$ cat src/rtl/key_pkg.sv
// Shared definitions for the push-button front end and the press-counter FSM.
package key_pkg;

  typedef enum logic [1:0] {
    IDLE        = 2'd0,
    PRESS_CHK   = 2'd1,
    HELD        = 2'd2,
    RELEASE_CHK = 2'd3
  } key_state_e;

  localparam int unsigned DEBOUNCE_CYCLES_DEFAULT = 4;

  // Debounced level is high in both states that follow an accepted press.
  function automatic logic is_high_level(key_state_e s);
    return (s == HELD) || (s == RELEASE_CHK);
  endfunction

endpackage

$ cat src/rtl/key_debounce_pulse_if.sv
// Button-side signals: raw key level in, clean press pulse and debounced level out.
interface key_debounce_pulse_if;
  logic key_in;
  logic x_out;
  logic level;

  modport master (output key_in, input x_out, input level);
  modport slave  (input key_in, output x_out, output level);
endinterface

$ cat src/rtl/key_sync2.sv
// Two-flop synchronizer for an asynchronous single-bit input; clears to 0 on reset.
module key_sync2 (
  input  logic clk,
  input  logic rst,
  input  logic d,
  output logic q
);

  logic s1;
  logic s2;

  always_ff @(posedge clk) begin
    if (rst) begin
      s1 <= 1'b0;
      s2 <= 1'b0;
    end else begin
      s1 <= d;
      s2 <= s1;
    end
  end

  assign q = s2;

endmodule

$ cat src/rtl/key_debounce_pulse.sv
// Debounces a raw push-button and emits one single-cycle pulse per accepted press.
module key_debounce_pulse
  import key_pkg::*;
#(
  parameter int unsigned DEBOUNCE_CYCLES = DEBOUNCE_CYCLES_DEFAULT,
  parameter int unsigned CNT_W           = 16
) (
  input  logic                  clk,
  input  logic                  rst,
  key_debounce_pulse_if.slave   bus
);

  localparam logic [CNT_W-1:0] CNT_LAST = CNT_W'(DEBOUNCE_CYCLES - 1);

  key_state_e       state;
  logic [CNT_W-1:0] cnt;
  logic             s2;
  logic             x_out_q;

  key_sync2 u_sync (
    .clk (clk),
    .rst (rst),
    .d   (bus.key_in),
    .q   (s2)
  );

  // cnt only advances inside a CHK state and is cleared on entry, so it stops at CNT_LAST.
  always_ff @(posedge clk) begin
    if (rst) begin
      state   <= IDLE;
      cnt     <= '0;
      x_out_q <= 1'b0;
    end else begin
      x_out_q <= 1'b0;
      case (state)
        IDLE: begin
          if (s2) begin
            state <= PRESS_CHK;
            cnt   <= '0;
          end
        end
        PRESS_CHK: begin
          if (!s2) begin
            state <= IDLE;
          end else if (cnt == CNT_LAST) begin
            state   <= HELD;
            x_out_q <= 1'b1;
          end else begin
            cnt <= cnt + CNT_W'(1);
          end
        end
        HELD: begin
          if (!s2) begin
            state <= RELEASE_CHK;
            cnt   <= '0;
          end
        end
        RELEASE_CHK: begin
          if (s2) begin
            state <= HELD;
          end else if (cnt == CNT_LAST) begin
            state <= IDLE;
          end else begin
            cnt <= cnt + CNT_W'(1);
          end
        end
        default: begin
          state <= IDLE;
        end
      endcase
    end
  end

  assign bus.x_out = x_out_q;
  assign bus.level = is_high_level(state);

endmodule

$ cat src/flat_wrapper.sv
// flat-port wrapper written by rule: the top's interface ports become plain ports
module key_debounce_pulse_flat import key_pkg::*;
#(
  parameter int unsigned DEBOUNCE_CYCLES = DEBOUNCE_CYCLES_DEFAULT,
  parameter int unsigned CNT_W           = 16
)
  (clk, rst, bus_key_in, bus_x_out, bus_level);
  key_debounce_pulse_if bus_i ();
  input  logic clk;
  input  logic rst;
  input wire logic [$bits(bus_i.key_in)-1:0] bus_key_in;
  output wire logic [$bits(bus_i.x_out)-1:0] bus_x_out;
  output wire logic [$bits(bus_i.level)-1:0] bus_level;
  assign bus_i.key_in = bus_key_in;
  assign bus_x_out = bus_i.x_out;
  assign bus_level = bus_i.level;
  key_debounce_pulse #(.DEBOUNCE_CYCLES(DEBOUNCE_CYCLES), .CNT_W(CNT_W)) u_core (.clk(clk), .rst(rst), .bus(bus_i));
endmodule
$ cat config.mk
export PLATFORM = sky130hd
export DESIGN_NAME = key_debounce_pulse_flat
export DESIGN_NICKNAME = d
export VERILOG_FILES = /design/src/rtl/key_pkg.sv /design/src/rtl/key_debounce_pulse_if.sv /design/src/rtl/key_sync2.sv /design/src/rtl/key_debounce_pulse.sv /design/src/flat_wrapper.sv
export SDC_FILE = /design/constraint.sdc
export NUM_CORES = 1
export LEC_CHECK = 0
export ABC_AREA = 1
export CORE_MARGIN = 2
export CORE_UTILIZATION = 58
export DETAILED_ROUTE_END_ITERATION = 6
export PLACE_DENSITY = 0.83
export SLEW_MARGIN = 20
export SYNTH_ARGS = -nofsm -noshare
export SYNTH_HDL_FRONTEND = slang
export SYNTH_SLANG_ARGS = --single-unit
$ cat constraint.sdc
create_clock -name clk -period 1.9 [get_ports clk]
set_clock_uncertainty 0.2 [all_clocks]
set_input_delay 0.38 -clock clk [delete_from_list [all_inputs] [get_ports clk]]
set_output_delay 0.38 -clock clk [all_outputs]
set_load 0.02 [all_outputs]
==> out/metrics.cfg, run 1 <==
[critical_path]
cp-start-kind=flip-flop
regToRegSetupSlack_ns=0.12
path_delay_family=buffers and inverters
r2r-end=u_core.cnt[6]
crit_buf_inv=1
cp_slowest_stage_delay_ns=0.59
critical_path_class=flip-flop to output port
worstPathArrival_ns=1.22
critical_path.max_fanout=1
r2r-start=u_core.cnt[1]
r2r_cells=10
cp.required_ns=1.32
slowest_stage=clkdlybuf4s50_1
crit_chain=clkdlybuf4s50_1
crit_path_end_kind=output port

[timing]
fmax_ghz=0.557
relSlewSlack_pct=71.7
holdWs_ns=0.228
hold_violations=0
worst_slew_pin_slew_ns=0.423
fin_crit_ns=1.80
setup_ws_ns=0.104
period_share_pct=94.5
maxSlewViolCount=0
setup_viol=0

[detailed_routing]
num_vias=1125
drtPass1Iterations=4
totalWireLength_um=2310
via_per_inst=5.09
wire_per_inst_um=10.5
drtIter0Drc=28
ant_nets=0
route.detailed.drc=0

[die]
die-area_um2=2360
num_rows=16
core_region_area_um2=1920
ios=5
fp.dieW_um=48.6
chipHeight_um=48.6
initial_core_util_pct=59.9

[finish]
fin_util_pct=65.8
area_growth_pct=9.78
drive_above_1_share_pct=9.28
num_antenna_cells=0
finalNetCount=199

[clock_network]
cts_resized=1
postCtsSetupRepairBufs=0
clk_pin_slew_ns=0.11
postCtsHoldBufs=0
cts_tree=built
clk_latency_ns=0.30
cts.sinks=21
cts_buffer_depth=2
root_buffer=clkbuf_4
htreeDepth=1
cts_buffers=3

[worst_hold_path]
hp-start=u_core.u_sync.s1
hold_depth=2
min_to=u_core.u_sync.q
hold_path.class=flip-flop to flip-flop

[logic_synthesis]
syn-cell-area_um2=1150
syn_nets=190
yosysTopAreaCell=dfxtp_1
postSynthCellCount=186
seq_area_frac_synth_pct=36.5
yosys_warnings=0
synth_area_leaders=dfxtp_1 (37%), nand2_1 (17%), nor2_1 (15%)
yosys_register_bits=21
synth_top_area_share_pct=36.5
synth_area_per_cell_um2=6.19
yosysUniqueCellTypes=19

[global_route]
met2_usage_pct=35.9
grt_antenna_before_repair=0
grt.busiest_layer=met2
met1_usage_pct=26.2
grt_max_degree=13
grt.overflow.total=0
grt_pass1_wl_um=3910
grt_pass1_vias=957
track_usage_pct=21.0
grt_use_met3_pct=3.70

[pwr]
vdd_drop_max_mv=0.501
p_leak_nw=0.509
cellPowerDensity_nw_per_um2=544
total_power_mw=0.687

[placed_design]
place_congestion=0.852
dpl_worst_slack_ns=0.0750
numPortBuffers=4
hpwlAfterDp_um=1730

[run_status]
status=finished, final reports clean

[job]
cap_violations=0

==> logic make-up (layout without fill, tap and decap cells) <==
family	count (synthesis)	count (layout)	share of synthesized area, %
compound gates	8	8	3.80
simple gates	127	127	46.5
buf+inv	26	34	9.78
flops	21	21	36.5
xor+xnor	3	3	2.28
fa+ha+maj	1	1	1.09
==> where the power goes <==
part | leakage, nW | switching [mW] | internal [mW] | total, mW
Combinational | 0.323 | 0.0223 | 0.0138 | 0.0361
Sequential | 0.170 | 0.00221 | 0.444 | 0.446
Clock | 0.0150 | 0.124 | 0.0818 | 0.205
Total | 0.509 | 0.148 | 0.539 | 0.687
==> cell usage in the layout (no fill, tap or decap), types with 2 or more instances in the layout <==
cell type | synthesis | final
dfxtp_1 | 21 | 20
clkbuf_4 | 0 | 3
nand2_1 | 52 | 52
nor3_1 | 2 | 2
clkdlybuf4s50_1 | 0 | 3
nand3_1 | 14 | 14
nand3b_1 | 4 | 4
nor2_2 | 4 | 5
xor2_1 | 3 | 3
inv_1 | 21 | 21
buf_4 | 0 | 4
a21oi_1 | 6 | 6
nor2_1 | 47 | 46
nand2_4 | 0 | 2
==> stage by stage <==
stage / TNS (ns) / instance area, µm² / cells
after floorplan: 0 / 1150 / 186
after global placement: 0 / 1220 / 217
after detailed placement: 0 / 1220 / 217
after CTS: 0 / 1250 / 221
after global routing: -0.0128 / 1260 / 221
final: 0 / 1260 / 221
==> registers in the layout (all words and copies together), names as in the netlist, named ones only <==
signal	flops
u_core.bus.x_out	1
u_core.u_sync.s1	1
u_core.state	1
u_core.u_sync.q	1
u_core.cnt	16
==> cell usage after synthesis <==
cell type   n
nor2_1     47
a21oi_2     1
o21ai_0     1
xor2_1      3
clkbuf_1    2
dfxtp_1    21
nor2_2      4
nand2_1    52
nand3b_1    4
nand2_2     2
nor3_1      2
ha_1        1
inv_1      21
nor4_1      1
nand3_1    14
nand3_2     1
a21oi_1     6
buf_6       2
inv_2       1
==> cell type report <==
cell class              count  area [µm²]
fillers                   176         658
multi-input cells         139         631
flip-flops and latches     21         422
inverters                  22        82.6
repair buffers              8        68.8
well taps                  27        33.8
clock buffers               4        26.3
==> how the worst max path moves through the flow <==
stage | from | endpoint | slack [ns] | cells past startpoint
floorplan | u_core.cnt[0] | u_core.cnt[11] | 0.24 | 11
global placement | u_core.cnt[1] | u_core.cnt[0] | 0.17 | 10
detailed placement | u_core.cnt[1] | u_core.cnt[0] | 0.07 | 10
CTS | u_core.cnt[1] | u_core.cnt[6] | 0.03 | 10
global route | u_core.cnt[0] | u_core.cnt[0] | -0.01 | 10
finish | u_core.bus.x_out | bus_x_out | 0.10 | 1
==> layer usage <==
layer  share of wire [%]  vias to the layer above
met1                  44                      514
met3                 2.6                        7
met2                  51                       19
li1                    -                      585
met4                 2.0                        0
met5                   0                        -
No activity file was read; power rests on OpenSTA's default activity.
==> inputs of run 2 (changes only) <==
- HOLD_SLACK_MARGIN: not set -> 0.05
==> results of run 2 <==
Final layout, timing and power as in run 1 (identical DEF).
